### src/rtl/demux16_pkg.sv
// rtl/demux16_pkg.sv - shared constants, select type and select decode for demux16_buf
package demux16_pkg;

   localparam int CHANNELS = 16;
   localparam int SEL_W    = 4;

   typedef logic [SEL_W-1:0] sel_t;

   // One-hot decode of a channel index.
   function automatic logic [CHANNELS-1:0] decode_sel(input sel_t sel);
      decode_sel = CHANNELS'(1) << sel;
   endfunction

endpackage

### src/rtl/demux16_buf_if.sv
// rtl/demux16_buf_if.sv - producer/consumer bundle for demux16_buf; in_bcast exists only with DEMUX16_BROADCAST_EN
interface demux16_buf_if #(parameter int N = 32);
   import demux16_pkg::*;

   logic [N-1:0]                in_data;
   sel_t                        in_sel;
   logic                        in_valid;
   logic                        in_ready;
   logic [CHANNELS-1:0][N-1:0]  out_data;
   logic [CHANNELS-1:0]         out_valid;
   logic [CHANNELS-1:0]         out_ready;
`ifdef DEMUX16_BROADCAST_EN
   logic                        in_bcast;
`endif

   // Producer and consumers drive this side.
   modport master (
      output in_data, in_sel, in_valid, out_ready,
`ifdef DEMUX16_BROADCAST_EN
      output in_bcast,
`endif
      input  in_ready, out_data, out_valid
   );

   // The demux itself.
   modport slave (
      input  in_data, in_sel, in_valid, out_ready,
`ifdef DEMUX16_BROADCAST_EN
      input  in_bcast,
`endif
      output in_ready, out_data, out_valid
   );

endinterface

### src/rtl/demux_slot.sv
// rtl/demux_slot.sv - one-entry valid/ready holding register for a single demux channel
module demux_slot #(
   parameter int N = 32
) (
   input  logic         clk,
   input  logic         rst,
   input  logic         wr_en,
   input  logic [N-1:0] wr_data,
   input  logic         rd_ready,
   output logic         full,
   output logic [N-1:0] rd_data,
   output logic         can_take
);

   logic         full_q, full_d;
   logic [N-1:0] data_q, data_d;

   // Next state: a write wins over a same-cycle pop so the slot stays full with fresh data.
   always_comb begin
      full_d = full_q;
      data_d = data_q;
      if (wr_en) begin
         full_d = 1'b1;
         data_d = wr_data;
      end else if (full_q && rd_ready) begin
         full_d = 1'b0;
      end
   end

   // State register; reset discards the held word immediately.
   always_ff @(posedge clk or posedge rst) begin
      if (rst) begin
         full_q <= 1'b0;
         data_q <= '0;
      end else begin
         full_q <= full_d;
         data_q <= data_d;
      end
   end

   assign full     = full_q;
   assign rd_data  = data_q;
   assign can_take = ~full_q | rd_ready;

endmodule

### src/rtl/demux16_buf.sv
// rtl/demux16_buf.sv - buffered 1-to-16 valid/ready demux; optional broadcast with DEMUX16_BROADCAST_EN
module demux16_buf
   import demux16_pkg::*;
#(
   parameter int N = 32
) (
   input  logic             clk,
   input  logic             rst,
   demux16_buf_if.slave     bus
);

   logic [CHANNELS-1:0]         full_v;
   logic [CHANNELS-1:0]         can_take_v;
   logic [CHANNELS-1:0]         wr_en_v;
   logic [CHANNELS-1:0]         sel_dec;
   logic [CHANNELS-1:0][N-1:0]  data_v;
   logic                        bcast;
   logic                        in_ready;

   // Select decode, readiness and per-channel write enables; a broadcast writes all or nothing.
   always_comb begin
      sel_dec = decode_sel(bus.in_sel);
`ifdef DEMUX16_BROADCAST_EN
      bcast = bus.in_bcast;
`else
      bcast = 1'b0;
`endif
      if (bcast) begin
         in_ready = &can_take_v;
      end else begin
         in_ready = can_take_v[bus.in_sel];
      end
      wr_en_v = '0;
      if (bus.in_valid && in_ready) begin
         wr_en_v = bcast ? {CHANNELS{1'b1}} : sel_dec;
      end
   end

   for (genvar k = 0; k < CHANNELS; k++) begin : g_slot
      demux_slot #(.N(N)) u_slot (
         .clk      (clk),
         .rst      (rst),
         .wr_en    (wr_en_v[k]),
         .wr_data  (bus.in_data),
         .rd_ready (bus.out_ready[k]),
         .full     (full_v[k]),
         .rd_data  (data_v[k]),
         .can_take (can_take_v[k])
      );
   end

   assign bus.in_ready  = in_ready;
   assign bus.out_valid = full_v;
   assign bus.out_data  = data_v;

endmodule

### src/flat_wrapper.sv
// flat-port wrapper written by rule: the top's interface ports become plain ports
module demux16_buf_flat import demux16_pkg::*;
#(
   parameter int N = 32
)
  (clk, rst, bus_in_data, bus_in_sel, bus_in_valid, bus_out_ready, bus_in_ready, bus_out_data, bus_out_valid);
  demux16_buf_if #(.N(N)) bus_i ();
  input  logic clk;
  input  logic rst;
  input wire logic [$bits(bus_i.in_data)-1:0] bus_in_data;
  input wire logic [$bits(bus_i.in_sel)-1:0] bus_in_sel;
  input wire logic [$bits(bus_i.in_valid)-1:0] bus_in_valid;
  input wire logic [$bits(bus_i.out_ready)-1:0] bus_out_ready;
  output wire logic [$bits(bus_i.in_ready)-1:0] bus_in_ready;
  output wire logic [$bits(bus_i.out_data)-1:0] bus_out_data;
  output wire logic [$bits(bus_i.out_valid)-1:0] bus_out_valid;
  assign bus_i.in_data = bus_in_data;
  assign bus_i.in_sel = bus_in_sel;
  assign bus_i.in_valid = bus_in_valid;
  assign bus_i.out_ready = bus_out_ready;
  assign bus_in_ready = bus_i.in_ready;
  assign bus_out_data = bus_i.out_data;
  assign bus_out_valid = bus_i.out_valid;
  demux16_buf #(.N(N)) u_core (.clk(clk), .rst(rst), .bus(bus_i));
endmodule
### config.mk
export PLATFORM = sky130hd
export DESIGN_NAME = demux16_buf_flat
export DESIGN_NICKNAME = d
export VERILOG_FILES = /design/src/rtl/demux16_pkg.sv /design/src/rtl/demux16_buf_if.sv /design/src/rtl/demux_slot.sv /design/src/rtl/demux16_buf.sv /design/src/flat_wrapper.sv
export SDC_FILE = /design/constraint.sdc
export NUM_CORES = 1
export LEC_CHECK = 0
export BUFFER_PORTS_ARGS = -buffer_cell sky130_fd_sc_hd__buf_2
export CAP_MARGIN = 20
export CORE_AREA = 2 2 228 230
export CTS_BUF_LIST = sky130_fd_sc_hd__clkbuf_8
export CTS_CLUSTER_SIZE = 28
export DETAILED_ROUTE_END_ITERATION = 7
export DIE_AREA = 0 0 230 232
export GPL_TIMING_DRIVEN = 0
export PLACE_DENSITY = 0.71
export REMOVE_ABC_BUFFERS = 1
export SLEW_MARGIN = 10
export SYNTH_ARGS = -nofsm -noshare
export SYNTH_HDL_FRONTEND = slang
export SYNTH_HIERARCHICAL = 1
export SYNTH_SLANG_ARGS = --single-unit
### constraint.sdc
create_clock -name clk -period 1.85 [get_ports clk]
set_input_delay 0.185 -clock clk [delete_from_list [all_inputs] [get_ports clk]]
set_output_delay 0.185 -clock clk [all_outputs]
set_load 0.01 [all_outputs]
Yosys cells after proc, flatten, opt, wreduce, memory -nomap -nowiden
Index checks and enable logic that the tools add are counted.
{"block": "totals", "reg_bits": 528, "input_bits": 55, "wordCells": 134}
{"block": "op_classes", "n_lt_le_gt_ge": 1, "shift": 1, "n_mux": 35, "n_bitwise": 32, "reduce_logical": 33}
{"operator": "$mux 1", "n": 33}
{"operator": "$reduce_bool 2->1", "n": 16}
{"operator": "$logic_and 1x1->1", "n": 17}
{"operator": "$mux 16", "n": 1}
{"operator": "$not 1->1", "n": 16}
{"operator": "$or 1x1->1", "n": 16}
{"operator": "$shl 1x4->16 const A", "n": 1}
{"operator": "$lt 4x5->1 const B", "n": 1}
{"operator": "$bmux 1 s4", "n": 1}

Depth between registers and ports, before layout
Gate-level depths: netlist of run 1.
{"block": "depth", "word_depth": 7, "ltp_mapped": 7, "depth_no_buf": 5}

Modules after synthesis
Netlist of run 1, hierarchy kept.
{"mod": "demux_slot", "instances": 16, "cells_per_inst": 72, "area_each_um2": 1382.6, "seq_area_each_um2": 825.8}
{"mod": "demux16_buf", "instances": 1, "cells_per_inst": 44, "area_each_um2": 351.6, "seq_area_each_um2": 0.0}

Least setup slack after synthesis of run 1
OpenSTA, ideal clock, no wires.
{"block": "synth_path", "kind": "reg2reg", "from": "register u_core.g_slot[4].u_slot.full_q", "to": "register u_core.g_slot[6].u_slot.data_q[0]", "setup_time_ns": 0.125, "arrival_time_ns": 1.672, "t_required_ns": 1.725, "slack_ns": 0.053, "path_stages_with_launch": 8, "period_less_slack_ns": 1.797, "path_cell_list": "dfrtp_1 nand2b_1 mux2_2 o211ai_2 nor4b_1 buf_6 buf_12 mux2_4"}
{"block": "synth_via", "elab_chain_len": 6}
{"item": "from (decl)", "line": "demux_slot.sv:15", "rtl": "logic full_q, full_d;"}
{"item": "from (signal assigned)", "line": "demux_slot.sv:36", "rtl": "full_q <= full_d;"}
{"item": "$not 1->1", "line": "demux_slot.sv:43", "rtl": "assign can_take = ~full_q | rd_ready;"}
{"item": "$or 1x1->1", "line": "demux_slot.sv:43"}
{"item": "via u_core.can_take_v[4]", "line": "demux16_buf.sv:13", "rtl": "logic [CHANNELS-1:0] can_take_v;"}
{"item": "$bmux 1 s4", "line": "demux16_buf.sv:31", "rtl": "in_ready = can_take_v[bus.in_sel];"}
{"item": "$mux 1 (implied by the code)", "line": "demux16_buf.sv:31"}
{"item": "$logic_and 1x1->1", "line": "demux16_buf.sv:34", "rtl": "if (bus.in_valid && in_ready) begin"}
{"item": "$mux 16", "line": "demux16_buf.sv:34"}
{"item": "via u_core.wr_en_v[6]", "line": "demux16_buf.sv:14", "rtl": "logic [CHANNELS-1:0] wr_en_v;"}
{"item": "to (signal assigned)", "line": "demux_slot.sv:37", "rtl": "data_q <= data_d;"}
{"item": "to (decl)", "line": "demux_slot.sv:16", "rtl": "logic [N-1:0] data_q, data_d;"}
The timed path passes the listed nets, and every way through them passes these cells. The select of a mux whose other input is x is not followed.
A chain may end at the register's enable or synchronous reset.

Worst setup path after layout of run 1
{"block": "layout_path", "from": "register u_core.g_slot[3].u_slot.full_q", "to": "register u_core.g_slot[0].u_slot.data_q[17]"}
{"block": "layout_via", "elab_chain_len": 6}
{"item": "from (decl)", "line": "demux_slot.sv:15"}
{"item": "from (signal assigned)", "line": "demux_slot.sv:36"}
{"item": "$not 1->1", "line": "demux_slot.sv:43"}
{"item": "$or 1x1->1", "line": "demux_slot.sv:43"}
{"item": "via u_core.can_take_v[3]", "line": "demux16_buf.sv:13"}
{"item": "$bmux 1 s4", "line": "demux16_buf.sv:31"}
{"item": "$mux 1 (implied by the code)", "line": "demux16_buf.sv:31"}
{"item": "$logic_and 1x1->1", "line": "demux16_buf.sv:34"}
{"item": "$mux 16", "line": "demux16_buf.sv:34"}
{"item": "via u_core.wr_en_v[0]", "line": "demux16_buf.sv:14"}
{"item": "to (signal assigned)", "line": "demux_slot.sv:37"}
{"item": "to (decl)", "line": "demux_slot.sv:16"}
The timed path passes the listed nets, and every way through them passes these cells. The select of a mux whose other input is x is not followed.

==> out/results.tsv, run 1 <==
metric	value	unit
synth_cell_type_count	28	
grt_pass1_vias	15100	
cts_tree	built	
cts_max_path_buffers	3	
cap_violations	0	
drtAntennaViolNets	0	
core-area	50900	sq um
cts.clk_slew.worst_paths	0.06	ns
synth_seq_cells	528	
hp-class	primary input to flop	
failed_checks	setup timing	
cts_root_buf	clkbuf_8	
dp_slack	-1.41	ns
critPathCaptureType	flop	
gp_congestion	0.826	
start_util	0.442	
cp_max_fo	8	
num_vias	13900	
postSynthAreaPerCell	18.8	sq um
final-hold-violation-count	0	
period_minus_slack	2.34	ns
hpwl	47.0	mm
grt_antenna_before_repair	5	
overflow	0	
vias_per_cell	5.07	
ys_warn_count	6	
routedWlPerCell	26.0	microns
final_nets	2034	
startpoint_type	flop	
rsz0062_at_grt	true	
io_buffers	583	
relSlewSlack	0.442	
fin_cells	2734	
postLayoutSetupSlackWorst	-0.493	ns
synth-edff-count	0	
synthArstFlopShare	1.00	
fin_area	29500	sq um
grt_max_degree	34	
areaGrowthSynthToFinish	31.4	%
yosysSeqAreaShare	0.588	
multi_input_area	8230	sq um
cts_sinks	528	
fmax	0.427	GHz
layout-drive-gt1-share	0.698	
drc	0	
die_h	232	microns
period_share	1.27	
whs	0.0748	ns
grt_pass1_wl	103	mm
grt_usage	0.260	
dr.pass1.iters	5	
tightest_slew	0.836	ns
seq_area	13200	sq um
dieArea	53400	sq um
fin_skew	0.0445	ns
clock_latency	0.68	ns
p_leak	15.0	nW
syn_inst	1196	
slew_violations	0	
cp_data_required_time	2.39	ns
syn_area	22500	sq um
power.density	1200	nW/um^2
cts-htree-levels	3	
status	finished, violations left	
dieWidth	230	microns
synthFlopType	dfrtp_1	
cp.arrival	2.88	ns
fill_cells	3947	
cts_buffers	88	
ios	584	
dp_cells	2451	
setup_viol	308	
dpl_cell_area	26000	sq um
drt-initial-drc-count	782	
routed_wl	71.1	mm
critPathKind	flop to flop	
peakVddDrop	0.788	mV
fp-row-count	83	
## cells in the final DEF, fill, tap and decap left out, types with 11 or more instances in the layout
cell type      synthesis  final
buf_2                  2    582
clkbuf_8               0    108
buf_16                 0     11
buf_6                 18     61
dfrtp_1              528    528
buf_4                  0     33
inv_2                  0     16
nand2b_1              33     31
buf_8                  0     15
mux2_2                50     41
dlygate4sd3_1          0     17
mux2_4               464    474
buf_12                48     38
inv_1                 16     33
## timing repair
| action | 4_1_cts | 5_1_grt |
|---|---|---|
| gates cloned | 2 | 4 |
| endpoints found under the hold margin | 312 | 0 |
| hold buffers | 17 | 0 |
| buffers inserted | 82 | 31 |
| gates resized for setup | 137 | 35 |
| endpoints found under the setup margin | 357 | 326 |
| pin swaps | 10 | 9 |
## flip-flops by register name (all words and copies together), names as in the netlist
signal,cells
u_core/g_slot.u_slot/rd_data,512
u_core/g_slot.u_slot/full,16
## worst paths after layout
path	from	endpoint	slack [ns]	cells past startpoint
setup reg to reg	u_core/g_slot[3].u_slot/full$_DFFE_PP0P_	u_core/g_slot[0].u_slot/rd_data[17]$_DFFE_PP0P_	-0.49	10
hold / removal	bus_in_sel[2]	u_core/g_slot[4].u_slot/full$_DFFE_PP0P_	0.07	4
setup / recovery	u_core/g_slot[3].u_slot/full$_DFFE_PP0P_	u_core/g_slot[0].u_slot/rd_data[17]$_DFFE_PP0P_	-0.49	10
hold reg to reg	u_core/g_slot[10].u_slot/rd_data[7]$_DFFE_PP0P_	u_core/g_slot[10].u_slot/rd_data[7]$_DFFE_PP0P_	0.50	1
max in group asynchronous	rst	u_core/g_slot[8].u_slot/rd_data[18]$_DFFE_PP0P_	0.81	3
min in group asynchronous	rst	u_core/g_slot[4].u_slot/full$_DFFE_PP0P_	0.19	3
## routing by layer
layer / vias to the layer above / part of all wire / global-route usage
met5: - / 0 / 0
met4: 0 / 0.041 / 0.125
met3: 165 / 0.064 / 0.0600
met2: 610 / 0.49 / 0.425
met1: 7303 / 0.40 / 0.328
li1: 5775 / - / -
## synthesized netlist by cell type (2+ instances only)
cell | number | area share
inv_1 | 16 | 0.0027
mux2_2 | 50 | 0.025
mux2_4 | 464 | 0.31
buf_6 | 18 | 0.0090
nand2b_1 | 33 | 0.0092
dfrtp_1 | 528 | 0.59
mux2_1 | 2 | 0.0010
nor3b_1 | 2 | 0.00067
buf_2 | 2 | 0.00045
nor3_1 | 5 | 0.0011
and3_1 | 6 | 0.0017
buf_12 | 48 | 0.043
nor2_1 | 4 | 0.00067
mux4_2 | 2 | 0.0020
nand2_1 | 3 | 0.00050
## worst max-delay path, stage by stage (launching register included)
cell      delay [ns]
dfrtp_1         0.37
nand2b_1        0.10
mux4_2          0.58
buf_6           0.17
nand2_8         0.07
nor3_4          0.06
buf_6           0.16
buf_12          0.13
buf_12          0.13
buf_12          0.14
mux2_4          0.29
## per-stage QoR
stage,util,TNS (ns),total power [W]
2_1_floorplan,-,-970.04,0.0207
3_3_place_gp,0.493,-1711.30,0.0248
3_5_place_dp,0.510,-186.41,0.0251
4_1_cts,0.573,-61.46,0.0355
5_1_grt,0.580,-95.82,0.0369
6_report,0.580,-79.01,0.0354
## final cells by class
cell class | count | share of cell area
antenna | 6 | 0.000509
clock buffer | 108 | 0.0503
clock inverter | 51 | 0.00865
inverter | 16 | 0.00203
multi-input combinational | 584 | 0.279
sequential | 528 | 0.448
tap | 680 | 0.0288
timing repair buffer | 761 | 0.183
## where the power goes
group / total (W) / leakage, nW / switching (W) / internal [W]
clock: 0.0101 / 1.02 / 0.00480 / 0.00531
sequential: 0.0157 / 6.54 / 0.00155 / 0.0142
combinational: 0.00953 / 7.41 / 0.00434 / 0.00520
## cells by family (layout without fill, tap and decap cells)
family          count (synthesis)  in the layout  share of synthesized area
flops                         528            528                      0.588
compound gates                  5              5                    0.00239
other cells                     0              6                          0
simple gates                   61             61                     0.0167
mux                           518            518                      0.338
buf+inv                        84            936                     0.0549
Power figures use the tool's default switching activity.
==> run 2, diff against run 1 <==
Settings changed: CORE_AREA 2 2 228 230 to 2 2 226 228, CTS_BUF_LIST sky130_fd_sc_hd__clkbuf_8 to unset, DIE_AREA 0 0 230 232 to 0 0 228 230, MAX_ROUTING_LAYER set to met4, PLACE_DENSITY 0.71 to 0.72.
==> run 2 against run 1 <==
  * The run still ends with setup timing left
  * Hold slack better by 0.019 ns
  * Utilization grew 1.0 points
  * Power increased by 1.8%
  * Clock power grew 7%
  * Sequential share of layout area is 0.15 points higher
  * Routed wire length grew 0.18%
  * Non-clock buffer count decreased by 12
  * Combinational power is essentially flat
  * Cell area shrank 0.33%
  * Via count down 2.2%
==> out/results.tsv, run 2 (synthesized netlist as in run 1, its figures left out) <==
metric	value	unit
num_vias	13600	
critPathCaptureType	flop	
cp_max_fo	5	
core-area	49900	sq um
mostFrequentLayoutCell	buf_2	
io_buffers	583	
grt_pass1_vias	14700	
cp_data_required_time	2.31	ns
critPathKind	flop to flop	
routed_wl	71.2	mm
cts-htree-levels	2	
start_util	0.451	
fill_cells	3793	
fmax	0.431	GHz
fp-row-count	82	
cap_violations	0	
overflow	0	
fin_util	0.590	
grt_usage	0.274	
drt-initial-drc-count	737	
timing.setup.tns	-71.33	ns
rsz0062_at_grt	true	
grt_max_degree	33	
postLayoutSetupSlackWorst	-0.468	ns
whs	0.0939	ns
cp.arrival	2.78	ns
period_minus_slack	2.32	ns
p_int	0.0256	W
largest_reg_flops	512	
clkPwrFrac	0.299	
slew_violations	0	
dieWidth	228	microns
crit_chain	nand2b_1 > mux2_4 > o211ai_4 > nor4b_4 > buf_6 > buf_8 > buf_6 > buf_8 > buf_8 > buf_8 > mux2_4	
drtAntennaViolNets	0	
relSlewSlack	0.572	
startpoint_type	flop	
fin_cells	2648	
die_h	230	microns
cts_tree	built	
status	finished, violations left	
cts_root_buf	clkbuf_16	
crit_path_frequent_cell	buf_8	
grt_antenna_before_repair	3	
power.density	1220	nW/um^2
ios	584	
hpwl	47.4	mm
routedWlPerCell	26.9	microns
dp_cells	2443	
tightest_slew	0.643	ns
hp-class	primary input to flop	
failed_checks	setup timing	
p_leak	14.7	nW
areaGrowthSynthToFinish	30.9	%
dr.pass1.iters	6	
layout-drive-gt1-share	0.692	
mostFrequentLayoutCells	583 x buf_2, 528 x dfrtp_1, 474 x mux2_4	
p_switching	0.0104	W
crit_slowest_cell	dfrtp_1	
gp_congestion	0.815	
peakVddDrop	0.801	mV
clock_latency	0.60	ns
final_nets	1989	
setup_viol	350	
final-hold-violation-count	0	
drc	0	
cts_sinks	528	
vias_per_cell	5.12	
grt_pass1_wl	103	mm
dieArea	52400	sq um
pwr-share-comb	0.264	
cts_max_path_buffers	3	
max_stage_delay	0.36	ns
cts_buffers	55	
cts.clk_slew.worst_paths	0.06	ns
fin_skew	0.0254	ns
sw_frac_of_total	0.289	
sequentialPowerShare	0.437	
period_share	1.25	
[run 2: cell count changes in the layout (fill, tap and decap cells not counted), moves of 4 or more]
cell	delta
clkbuf_8	-100
inv_1	-33
clkinv_2	-7
clkbuf_1	+25
diode_2	-4
buf_8	+4
clkbuf_16	+56
buf_6	-18
[run 2: area by class of cell]
type | instances | area [sq um] | share of cell area
antenna | 2 | 5.00 | 0.000170
clock buffer | 90 | 1630 | 0.0554
clock inverter | 7 | 93.8 | 0.00319
inverter | 16 | 60.1 | 0.00204
multi-input combinational | 584 | 8250 | 0.280
sequential | 528 | 13200 | 0.449
tap | 672 | 841 | 0.0286
timing repair buffer | 749 | 5340 | 0.181
[run 2: power by group through the flow]
stage / registers, W / clock network [W] / logic, W
final: 0.0157 / 0.0108 / 0.00952
after global routing: 0.0160 / 0.0114 / 0.00998
after CTS: 0.0157 / 0.0109 / 0.00954
after detailed placement: 0.0158 / 0 / 0.00936
after global placement: 0.0157 / 0 / 0.00913
after floorplan: 0.0169 / 0 / 0.00386
[run 2: path summary, 6_finish.rpt]
check	endpoint	cells after the start	slack [ns]	startpoint
setup / recovery	u_core/g_slot[6].u_slot/rd_data[20]$_DFFE_PP0P_	11	-0.47	u_core/g_slot[4].u_slot/full$_DFFE_PP0P_
setup reg to reg	u_core/g_slot[6].u_slot/rd_data[20]$_DFFE_PP0P_	11	-0.47	u_core/g_slot[4].u_slot/full$_DFFE_PP0P_
min in group asynchronous	u_core/g_slot[6].u_slot/rd_data[8]$_DFFE_PP0P_	3	0.28	rst
max in group asynchronous	u_core/g_slot[1].u_slot/rd_data[9]$_DFFE_PP0P_	4	0.89	rst
hold / removal	u_core/g_slot[8].u_slot/full$_DFFE_PP0P_	4	0.09	bus_out_ready[8]
hold reg to reg	u_core/g_slot[6].u_slot/rd_data[3]$_DFFE_PP0P_	1	0.50	u_core/g_slot[6].u_slot/rd_data[3]$_DFFE_PP0P_
[run 2: worst max-delay path: cells and delay by family (launching register included)]
kind	cells	cell delay [ns]
and+or+nand+nor	2	0.21
DFF	1	0.36
buffers and inverters	6	0.74
muxes	2	0.61
AOI/OAI and AO/OA	1	0.27
[run 2: metal layers]
layer,vias to the layer above,GRT usage,share of wire
li1,5658,-,-
met3,142,0.0583,0.059
met2,553,0.442,0.50
met4,0,0.107,0.036
met1,7201,0.340,0.40
met5,-,-,0
[run 2: timing repair]
action                                 in CTS  in global routing
gates cloned                                4                  2
hold buffers                               16                  0
pin swaps                                  12                  9
setup endpoints to repair                 351                368
buffers inserted                           73                 19
endpoints found under the hold margin     277                  0
resized for setup                         138                 23
[run 2: through the flow]
step / setup WS, ns / total power (W) / instance area [sq um]
2_1_floorplan: -4.87 / 0.0207 / 21300
3_3_place_gp: -7.86 / 0.0248 / 25100
3_5_place_dp: -1.43 / 0.0251 / 26000
4_1_cts: -0.443 / 0.0361 / 29200
5_1_grt: -0.513 / 0.0374 / 29400
6_report: -0.468 / 0.0360 / 29400
